$ cat src/rtl/lsu_mem_ctrl_if.sv
// Data-memory request/grant/response channel between the load/store unit (master)
// and the data memory (slave).
interface lsu_mem_ctrl_if;
    logic        mem_req;
    logic        mem_we;
    logic [31:0] mem_addr;
    logic [31:0] mem_wdata;
    logic [3:0]  mem_wstrb;
    logic        mem_gnt;
    logic        mem_rvalid;
    logic [31:0] mem_rdata;

    modport master (
        output mem_req, mem_we, mem_addr, mem_wdata, mem_wstrb,
        input  mem_gnt, mem_rvalid, mem_rdata
    );

    modport slave (
        input  mem_req, mem_we, mem_addr, mem_wdata, mem_wstrb,
        output mem_gnt, mem_rvalid, mem_rdata
    );
endinterface

$ cat src/rtl/lsu_mem_ctrl.sv
// Multi-cycle load/store unit: one request/grant/response transaction per access,
// aligned and sign-extended load return. Define LSU_MISALIGN_TRAP_EN to trap misaligned half/word accesses.
module lsu_mem_ctrl #(
    parameter int unsigned TIMEOUT = 255
) (
    input  logic           clk,
    input  logic           rst,
    input  logic           valid_in,
    input  logic           load,
    input  logic           store,
    input  logic [7:0]     op_PMEM,
    input  logic [1:0]     op_load_sext,
    input  logic [31:0]    addr,
    input  logic [31:0]    wdata,
    output logic           stall,
    output logic [31:0]    rdata_out,
    output logic           rdata_valid,
    output logic           err,
    lsu_mem_ctrl_if.master mem
);
    localparam int unsigned CNT_W = $clog2(TIMEOUT + 1);
    localparam logic [CNT_W-1:0] CNT_LAST = CNT_W'(TIMEOUT - 1);

    typedef enum logic [1:0] {
        IDLE = 2'd0,
        REQ  = 2'd1,
        WAIT = 2'd2,
        RESP = 2'd3
    } state_t;

    state_t           state_r;
    logic [CNT_W-1:0] cnt_r;
    logic [1:0]       off_r;
    logic [3:0]       lanes_r;
    logic [1:0]       sext_r;
    logic             mem_req_r;
    logic             mem_we_r;
    logic [31:0]      mem_addr_r;
    logic [31:0]      mem_wdata_r;
    logic [3:0]       mem_wstrb_r;
    logic [31:0]      rdata_out_r;
    logic             rdata_valid_r;
    logic             err_r;

    logic [3:0]       lanes_s;
    logic [3:0]       strb_s;
    logic [31:0]      wdata_sh_s;
    logic             start_s;
    logic             misalign_s;
    logic [31:0]      load_fmt_s;
    logic             unused_s;

    // Expand a 4-bit lane mask into a 32-bit byte mask.
    function automatic logic [31:0] lane_expand(input logic [3:0] m);
        return {{8{m[3]}}, {8{m[2]}}, {8{m[1]}}, {8{m[0]}}};
    endfunction

    // Right-align, size-mask and optionally sign-extend the raw memory word.
    function automatic logic [31:0] fmt_load(input logic [31:0] raw, input logic [1:0] off,
                                             input logic [3:0] lanes, input logic [1:0] sext);
        logic [31:0] d;
        logic [31:0] r;
        d = (raw >> {off, 3'b000}) & lane_expand(lanes);
        case (sext)
            2'b01:   r = {{24{d[7]}}, d[7:0]};
            2'b10:   r = {{16{d[15]}}, d[15:0]};
            default: r = d;
        endcase
        return r;
    endfunction

    // Request-side decode of the instruction currently presented.
    always_comb begin
        lanes_s    = op_PMEM[3:0];
        strb_s     = lanes_s << addr[1:0];
        wdata_sh_s = wdata << {addr[1:0], 3'b000};
        start_s    = valid_in & (load | store);
`ifdef LSU_MISALIGN_TRAP_EN
        misalign_s = ((lanes_s == 4'h3) & addr[0]) |
                     ((lanes_s == 4'hF) & (addr[1:0] != 2'b00));
`else
        misalign_s = 1'b0;
`endif
    end

    assign load_fmt_s = fmt_load(mem.mem_rdata, off_r, lanes_r, sext_r);
    assign unused_s   = ^op_PMEM[7:4];

    // Reset gates stall so the core is released the instant reset is applied.
    assign stall = ~rst & (((state_r == IDLE) & start_s) | (state_r == REQ) | (state_r == WAIT));

    // Access sequencer with registered memory-side and result outputs.
    always_ff @(posedge clk or posedge rst) begin
        if (rst) begin
            state_r       <= IDLE;
            cnt_r         <= '0;
            off_r         <= 2'b00;
            lanes_r       <= 4'h0;
            sext_r        <= 2'b00;
            mem_req_r     <= 1'b0;
            mem_we_r      <= 1'b0;
            mem_addr_r    <= 32'h0000_0000;
            mem_wdata_r   <= 32'h0000_0000;
            mem_wstrb_r   <= 4'h0;
            rdata_out_r   <= 32'h0000_0000;
            rdata_valid_r <= 1'b0;
            err_r         <= 1'b0;
        end else begin
            rdata_valid_r <= 1'b0;
            err_r         <= 1'b0;
            case (state_r)
                IDLE: begin
                    if (start_s && (load && store || misalign_s)) begin
                        rdata_out_r   <= 32'h0000_0000;
                        rdata_valid_r <= 1'b1;
                        err_r         <= 1'b1;
                        state_r       <= RESP;
                    end else if (start_s) begin
                        off_r       <= addr[1:0];
                        lanes_r     <= lanes_s;
                        sext_r      <= (op_load_sext == 2'b11) ? 2'b00 : op_load_sext;
                        mem_req_r   <= 1'b1;
                        mem_we_r    <= store;
                        mem_addr_r  <= {addr[31:2], 2'b00};
                        mem_wdata_r <= wdata_sh_s;
                        mem_wstrb_r <= strb_s;
                        cnt_r       <= '0;
                        state_r     <= REQ;
                    end else begin
                        state_r <= IDLE;
                    end
                end
                REQ: begin
                    // Grant takes priority over a timeout expiring in the same cycle.
                    if (mem.mem_gnt) begin
                        mem_req_r <= 1'b0;
                        cnt_r     <= cnt_r + CNT_W'(1);
                        if (mem_we_r) begin
                            rdata_out_r   <= 32'h0000_0000;
                            rdata_valid_r <= 1'b1;
                            state_r       <= RESP;
                        end else begin
                            state_r <= WAIT;
                        end
                    end else if (cnt_r >= CNT_LAST) begin
                        mem_req_r     <= 1'b0;
                        rdata_out_r   <= 32'h0000_0000;
                        rdata_valid_r <= 1'b1;
                        err_r         <= 1'b1;
                        state_r       <= RESP;
                    end else begin
                        cnt_r <= cnt_r + CNT_W'(1);
                    end
                end
                WAIT: begin
                    if (mem.mem_rvalid) begin
                        rdata_out_r   <= load_fmt_s;
                        rdata_valid_r <= 1'b1;
                        state_r       <= RESP;
                    end else if (cnt_r >= CNT_LAST) begin
                        rdata_out_r   <= 32'h0000_0000;
                        rdata_valid_r <= 1'b1;
                        err_r         <= 1'b1;
                        state_r       <= RESP;
                    end else begin
                        cnt_r <= cnt_r + CNT_W'(1);
                    end
                end
                RESP: begin
                    state_r <= IDLE;
                end
                default: begin
                    mem_req_r <= 1'b0;
                    state_r   <= IDLE;
                end
            endcase
        end
    end

    assign mem.mem_req   = mem_req_r;
    assign mem.mem_we    = mem_we_r;
    assign mem.mem_addr  = mem_addr_r;
    assign mem.mem_wdata = mem_wdata_r;
    assign mem.mem_wstrb = mem_wstrb_r;
    assign rdata_out     = rdata_out_r;
    assign rdata_valid   = rdata_valid_r;
    assign err           = err_r;
endmodule

$ cat src/flat_wrapper.sv
// flat-port wrapper written by rule: the top's interface ports become plain ports
module lsu_mem_ctrl_flat 
#(
    parameter int unsigned TIMEOUT = 255
)
  (clk, rst, valid_in, load, store, op_PMEM, op_load_sext, addr, wdata, stall, rdata_out, rdata_valid, err, mem_mem_req, mem_mem_we, mem_mem_addr, mem_mem_wdata, mem_mem_wstrb, mem_mem_gnt, mem_mem_rvalid, mem_mem_rdata);
  lsu_mem_ctrl_if mem_i ();
  input  logic clk;
  input  logic rst;
  input  logic valid_in;
  input  logic load;
  input  logic store;
  input  logic [7:0] op_PMEM;
  input  logic [1:0] op_load_sext;
  input  logic [31:0] addr;
  input  logic [31:0] wdata;
  output logic stall;
  output logic [31:0] rdata_out;
  output logic rdata_valid;
  output logic err;
  output wire logic [$bits(mem_i.mem_req)-1:0] mem_mem_req;
  output wire logic [$bits(mem_i.mem_we)-1:0] mem_mem_we;
  output wire logic [$bits(mem_i.mem_addr)-1:0] mem_mem_addr;
  output wire logic [$bits(mem_i.mem_wdata)-1:0] mem_mem_wdata;
  output wire logic [$bits(mem_i.mem_wstrb)-1:0] mem_mem_wstrb;
  input wire logic [$bits(mem_i.mem_gnt)-1:0] mem_mem_gnt;
  input wire logic [$bits(mem_i.mem_rvalid)-1:0] mem_mem_rvalid;
  input wire logic [$bits(mem_i.mem_rdata)-1:0] mem_mem_rdata;
  assign mem_mem_req = mem_i.mem_req;
  assign mem_mem_we = mem_i.mem_we;
  assign mem_mem_addr = mem_i.mem_addr;
  assign mem_mem_wdata = mem_i.mem_wdata;
  assign mem_mem_wstrb = mem_i.mem_wstrb;
  assign mem_i.mem_gnt = mem_mem_gnt;
  assign mem_i.mem_rvalid = mem_mem_rvalid;
  assign mem_i.mem_rdata = mem_mem_rdata;
  lsu_mem_ctrl #(.TIMEOUT(TIMEOUT)) u_core (.clk(clk), .rst(rst), .valid_in(valid_in), .load(load), .store(store), .op_PMEM(op_PMEM), .op_load_sext(op_load_sext), .addr(addr), .wdata(wdata), .stall(stall), .rdata_out(rdata_out), .rdata_valid(rdata_valid), .err(err), .mem(mem_i));
endmodule
$ cat config.mk
export PLATFORM = sky130hd
export DESIGN_NAME = lsu_mem_ctrl_flat
export DESIGN_NICKNAME = d
export VERILOG_FILES = /design/src/rtl/lsu_mem_ctrl_if.sv /design/src/rtl/lsu_mem_ctrl.sv /design/src/flat_wrapper.sv
export SDC_FILE = /design/constraint.sdc
export NUM_CORES = 1
export LEC_CHECK = 0
export CAP_MARGIN = 20
export CORE_AREA = 2 2 146 113
export DETAILED_ROUTE_END_ITERATION = 10
export DIE_AREA = 0 0 148 115
export GPL_ROUTABILITY_DRIVEN = 0
export PLACE_DENSITY = 0.76
export SLEW_MARGIN = 20
export SYNTH_ARGS = -nofsm -noshare
export SYNTH_HDL_FRONTEND = slang
export SYNTH_SLANG_ARGS = --single-unit
$ cat constraint.sdc
create_clock -name clk -period 4.3 [get_ports clk]
set_clock_uncertainty 0.15 [all_clocks]
set_input_delay 1.075 -clock clk [delete_from_list [all_inputs] [get_ports clk]]
set_output_delay 1.075 -clock clk [all_outputs]
set_load 0.01 [all_outputs]
==> results of run 1 <==
[synthesized netlist by cell type (all sizes together), types with 2 or more instances]
library cell  count  share of area, %
a211oi            6              0.92
a31o              2              0.28
o211ai           10               1.2
nor3              4              0.32
inv              11              0.66
mux2              9               1.6
a21boi            2              0.24
clkbuf           27               1.6
nand3b            4              0.48
nor2             40               2.5
ha                9               1.8
mux2i            34               5.4
a22o             12               1.7
nor2b            11               1.1
a211o             8               1.1
and3              4              0.40
nand2b            2              0.20
dfrtp           120                48
o31ai             9               1.1
nand3            16               1.4
a32o             10               1.6
buf              23               2.1
o21ai            52               4.1
a22oi             2              0.24
nor4              2              0.20
nand2           206                12
o311a             2              0.50
a21oi            38               3.0
nand4             4              0.40
and2b             3              0.36
a21o              9               1.1
[per-stage QoR]
stage                     std cells  hold WS, ns  cell area [um^2]  util, %
after floorplan                 707       0.2869              6284        -
after global placement         1090       0.2994              8544    54.72
after detailed placement       1090       0.3047              8544    54.72
after CTS                      1122       0.3177              9112    58.36
after global routing           1122       0.3353              9112    58.36
final                          1122       0.3159              9112    58.36
[sequential cells by signal, indices dropped and copies added, names as in the netlist]
signal / flops
u_core.cnt_r: 8
u_core.err: 1
u_core.lanes_r: 4
u_core.mem.mem_addr: 30
u_core.mem.mem_req: 1
u_core.mem.mem_wdata: 32
u_core.mem.mem_we: 1
u_core.mem.mem_wstrb: 4
u_core.off_r: 2
u_core.rdata_out: 32
u_core.rdata_valid: 1
u_core.sext_r: 2
u_core.state_r: 2
[area by class of cell]
class                           instances  area share [%]
Multi-Input combinational cell        526           33.19
Sequential cell                       120           32.95
Timing Repair Buffer                  223           24.25
Clock buffer                           18           4.819
Tap cell                              210           2.883
Clock inverter                         14           1.414
Inverter                               11          0.4943
[kinds of logic (layout without fill, tap and decap cells)]
group	count (synthesis)	count (layout)
AOI/OAI and AO/OA	170	170
xor gates and xnor gates	1	1
adders and majority gates	9	9
buffers and inverters	61	266
DFF	120	120
muxes	44	44
other	1	2
and+or+nand+nor	300	300
[power groups by stage]
| stage | Combinational [mW] | Clock, mW | Sequential [mW] |
|---|---|---|---|
| CTS | 2.74 | 1.38 | 1.88 |
| global route | 2.99 | 1.44 | 1.94 |
| floorplan | 1.27 | 0 | 2.03 |
| finish | 2.73 | 1.36 | 1.88 |
| detailed placement | 2.73 | 0 | 1.88 |
| global placement | 2.69 | 0 | 1.87 |
[metal layers]
layer  wire length, um  up-vias  global-route usage (%)
li1                  -     2825                       -
met1              8241     2753                   29.89
met2              8262      219                   33.52
met3              2131       15                   10.28
met4               150        2                   5.206
met5                13        -                       0
[worst max-delay path: stages]
cell and delay, ns:
clkdlybuf4s50_1 0.65, o211ai_1 0.14, a21oi_1 0.17, clkdlybuf4s50_1 0.55
[worst max-delay path by stage]
stage / end / startpoint / slack [ns] / cells after the start
detailed placement: stall / valid_in / 0.49 / 4
global placement: stall / valid_in / 0.51 / 4
global route: stall / u_core.state_r[0] / 0.32 / 5
floorplan: stall / load / 1.53 / 3
finish: stall / valid_in / 0.49 / 4
CTS: stall / valid_in / 0.48 / 4
==> impl_metrics.json, run 1 <==
{
  "status": "finished clean",
  "synthSimpleGateAreaFrac_pct": 20.24,
  "viasPerCell": 5.182,
  "fillers": 1364,
  "ys.flop_type": "dfrtp_1",
  "htreeDepth": 4,
  "r2r_slack_ns": 1.81,
  "initial_core_util_pct": 40.19,
  "first_pass_iters": 5,
  "grt_start_max_net_pins": 69,
  "layout-drive-gt1-share_pct": 7.127,
  "numCtsBuffers": 17,
  "wl_per_cell_um": 16.76,
  "syn_area_um2": 6276,
  "critPathLaunchType": "input port",
  "areaGrowthSynthToFinish_pct": 45.20,
  "reg2reg_to": "u_core.mem.mem_addr[13]",
  "synthAdderAreaFrac_pct": 1.794,
  "path_class": "in2out",
  "overflow": 0,
  "yosysSeqAreaShare_pct": 47.85,
  "synth-compound-area-share_pct": 18.18,
  "avgSynthCellArea_um2": 8.890,
  "chipWidth_um": 148,
  "place_ws_ns": 0.4909,
  "fmax_ghz": 0.2623,
  "die_y_um": 115,
  "internal_power_mw": 3.715,
  "drv_cap": 0,
  "antenna_cells": 0,
  "grt_setup_unrepaired": "false",
  "multi_input_area_um2": 3024,
  "whs_path_depth": 2,
  "wl_um": 18800,
  "fin_crit_ns": 3.813,
  "worstPathRequired_ns": 3.07,
  "p_leak_nw": 4.122,
  "grt_pass1_wl_um": 29770,
  "synth-edff-count": 0,
  "ys_ff_latch": 120,
  "io_pins": 218,
  "setup_tns_ns": 0,
  "async_reset_ff_share_pct": 100.0,
  "ys_warn_count": 0,
  "p_per_area_nw_per_um2": 655.0,
  "sw_frac_of_total_pct": 37.75,
  "antenna_found_initial": 1,
  "final_cell_mix": "clkdlybuf4s50_1 (210), nand2_1 (206), dfrtp_1 (120)",
  "power_switching_mw": 2.253,
  "route.detailed.drc": 0,
  "synth_cells": 706,
  "final_antenna_net_count": 0,
  "timing.rr.start": "u_core.state_r[0]",
  "ys_types": 56,
  "nets": 1021,
  "seqPwrFrac_pct": 31.5,
  "hpwl_um": 13120,
  "drt_iter0_drc": 286,
  "vdd_drop_max_uv": 340.2,
  "die_area_um2": 17020,
  "synth_top_family_by_area": "simple AND/OR/NAND/NOR gates",
  "arrival_ns": 2.59,
  "min_from": "u_core.mem.mem_wdata[0]",
  "cts_resized": 0,
  "p_clk_share_pct": 22.7,
  "synth_xor_area_share_pct": 0.1396,
  "core-area_um2": 15620,
  "io_buffers": 211,
  "rows": 40,
  "cts_hold_buf": 0,
  "cp_max_fo": 8,
  "pwr-share-comb_pct": 45.7,
  "grt_pass1_vias": 5623,
  "worstRegToRegCells": 6,
  "seq_area_um2": 3003,
  "endpoint_kind": "output pin",
  "power_mw": 5.968,
  "drv_slew": 0,
  "tritoncts": "yes",
  "cts_root_buf": "clkbuf_16",
  "hp-class": "reg2reg",
  "worstHoldEndpoint": "u_core.mem.mem_wdata[0]",
  "slew_headroom_pct": 48.91,
  "cts_setup_buffers": 0,
  "synthMuxAreaShare_pct": 7.396,
  "vias": 5814,
  "cts_buffer_depth": 2,
  "gr-usage-all-layers_pct": 22.39,
  "clk_pin_slew_ns": 0.06,
  "finalSetupViolCount": 0,
  "clk_latency_ns": 0.42,
  "hold_viol": 0,
  "final_common_cell": "clkdlybuf4s50_1",
  "clock_sinks": 120,
  "final.period_utilization_pct": 88.66,
  "tightest_slew_ns": 0.7648,
  "worst_slack_ns": 0.4875
}
Power figures use the tool's default switching activity.
==> run 2, diff against run 1 <==
--- a/config.mk
+++ b/config.mk
@@ -10,7 +10,8 @@
 export DETAILED_ROUTE_END_ITERATION = 10
 export DIE_AREA = 0 0 148 115
 export GPL_ROUTABILITY_DRIVEN = 0
-export PLACE_DENSITY = 0.76
+export PLACE_DENSITY_LB_ADDON = 0.15
+export SETUP_SLACK_MARGIN = 0.15
 export SLEW_MARGIN = 20
 export SYNTH_ARGS = -nofsm -noshare
 export SYNTH_HDL_FRONTEND = slang
==> run 2 against run 1 <==
Effect of this change: critical path depth stayed put; critical endpoint unchanged; largest cell class unchanged; die area unchanged; worst setup slack improved by 0.0081 ns.
==> impl_metrics.json, run 2 (synthesis gave the netlist of run 1 again) <==
{
  "nets": 1018,
  "placed_cell_area_um2": 8514,
  "cpMostUsedCell": "clkdlybuf4s50_1",
  "overflow": 0,
  "wl_um": 18730,
  "path_class": "in2out",
  "fmax_ghz": 0.2629,
  "die_area_um2": 17020,
  "setup_tns_ns": 0,
  "cp_max_fo": 8,
  "fin_crit_ns": 3.804,
  "final_common_cell": "clkdlybuf4s50_1",
  "viasPerCell": 5.228,
  "vdd_drop_max_uv": 334.9,
  "drv_slew": 0,
  "final_antenna_net_count": 0,
  "fin_area_um2": 9109,
  "finalSetupViolCount": 0,
  "rows": 40,
  "io_pins": 218,
  "grt_start_max_net_pins": 67,
  "arrival_ns": 2.58,
  "sw_frac_of_total_pct": 37.26,
  "cts_buffer_depth": 2,
  "gr-usage-all-layers_pct": 22.19,
  "endpoint_kind": "output pin",
  "status": "finished clean",
  "wl_per_cell_um": 16.73,
  "core-area_um2": 15620,
  "post-route-util_pct": 58.33,
  "hold_viol": 0,
  "numCtsBuffers": 17,
  "chipWidth_um": 148,
  "power_switching_mw": 2.237,
  "final_cell_mix": "clkdlybuf4s50_1 (211), nand2_1 (206), dfrtp_1 (120)",
  "route.detailed.drc": 0,
  "drt_iter0_drc": 302,
  "clock_sinks": 120,
  "tightest_slew_ns": 0.8893,
  "layout-drive-gt1-share_pct": 6.711,
  "cts_root_buf": "clkbuf_16",
  "critPathLaunchType": "input port",
  "final.period_utilization_pct": 88.47,
  "cts_setup_buffers": 0,
  "cts_resized": 0,
  "die_y_um": 115,
  "antenna_found_initial": 1,
  "drv_cap": 0,
  "cts_hold_buf": 0,
  "pwr-share-comb_pct": 44.6,
  "crit_path_cell_trace": "clkdlybuf4s50_1 -> o211ai_1 -> a21oi_1 -> clkdlybuf4s50_1",
  "first_pass_iters": 4,
  "areaGrowthSynthToFinish_pct": 45.14,
  "clk_pin_slew_ns": 0.06,
  "initial_core_util_pct": 40.19,
  "slew_headroom_pct": 40.53,
  "io_buffers": 211,
  "grt_pass1_wl_um": 29680,
  "fillers": 1401,
  "internal_power_mw": 3.766,
  "max_stage_delay_ns": 0.64,
  "grt_pass1_vias": 5847,
  "p_per_area_nw_per_um2": 659.0,
  "p_leak_nw": 4.121,
  "worstPathRequired_ns": 3.07,
  "post-place-cells": 1087,
  "cp_slowest_cell": "clkdlybuf4s50_1",
  "hp-class": "reg2reg",
  "p_clk_share_pct": 23.6,
  "hpwl_um": 13190,
  "clk_latency_ns": 0.42,
  "htreeDepth": 4,
  "seqPwrFrac_pct": 31.9,
  "vias": 5855,
  "instances_no_fill": 1120,
  "power_mw": 6.003,
  "tritoncts": "yes",
  "grt_setup_unrepaired": "false"
}
## run 2: cell count changes in the layout (fill, tap and decap cells not counted), sizes merged
| cell | delta |
|---|---|
| buf | -4 |
| clkinvlp | -2 |
| clkdlybuf4s50 | +1 |
| bufinv | +1 |
| diode | +1 |
| clkinv | +1 |
## run 2: layout make-up
type / count / area (um^2) / share of cell area [%]
Antenna cell: 1 / 2.502 / 0.02747
Clock buffer: 18 / 439.2 / 4.821
Clock inverter: 14 / 152.6 / 1.676
Inverter: 11 / 45.04 / 0.4945
Multi-Input combinational cell: 526 / 3024 / 33.20
Sequential cell: 120 / 3003 / 32.97
Tap cell: 210 / 262.8 / 2.885
Timing Repair Buffer: 220 / 2180 / 23.93
## run 2: path summary, 6_finish.rpt
path	startpoint	to	slack (ns)	cells after the start
worst max register to register	u_core.state_r[0]	u_core.mem.mem_addr[28]	1.83	6
worst min register to register	u_core.mem.mem_wdata[4]	u_core.mem.mem_wdata[4]	0.32	2
worst max-delay path	valid_in	stall	0.50	4
worst min-delay path	u_core.mem.mem_wdata[4]	u_core.mem.mem_wdata[4]	0.32	2
max in group asynchronous	rst	u_core.rdata_out[26]	2.26	3
min in group asynchronous	rst	u_core.mem.mem_wdata[16]	1.11	3
## run 2: metrics by stage
step	hold WS, ns	setup slack (ns)
2_1_floorplan	0.2869	1.532
3_5_place_dp	0.3110	0.5092
6_report	0.3189	0.4956
3_3_place_gp	0.3050	0.5121
5_1_grt	0.3430	0.3913
4_1_cts	0.3246	0.4941
## run 2: critical path, delay by kind of cell
kind | cells | cell delay (ns)
buf+inv | 2 | 1.19
compound gates | 2 | 0.31
## run 2: power groups by stage
stage / clock [mW] / sequential, mW / combinational, mW
global route: 1.49 / 1.97 / 2.93
detailed placement: 0 / 1.92 / 2.68
floorplan: 0 / 2.03 / 1.27
global placement: 0 / 1.90 / 2.63
CTS: 1.44 / 1.92 / 2.69
finish: 1.41 / 1.91 / 2.67
## run 2: metal layers
| layer | global-route usage (%) | part of all wire, % | up-vias |
|---|---|---|---|
| met3 | 9.167 | 10 | 19 |
| met1 | 27.65 | 42 | 2813 |
| li1 | - | - | 2813 |
| met2 | 35.34 | 47 | 210 |
| met4 | 7.365 | 1.4 | 0 |
| met5 | 0 | 0 | - |
==> run 3, diff against run 2 <==
--- a/config.mk
+++ b/config.mk
@@ -7,6 +7,7 @@
 export LEC_CHECK = 0
 export CAP_MARGIN = 20
 export CORE_AREA = 2 2 146 113
+export CTS_CLUSTER_DIAMETER = 150
 export DETAILED_ROUTE_END_ITERATION = 10
 export DIE_AREA = 0 0 148 115
 export GPL_ROUTABILITY_DRIVEN = 0
==> results of run 3 <==
Final layout, timing and power as in run 2 (identical DEF).
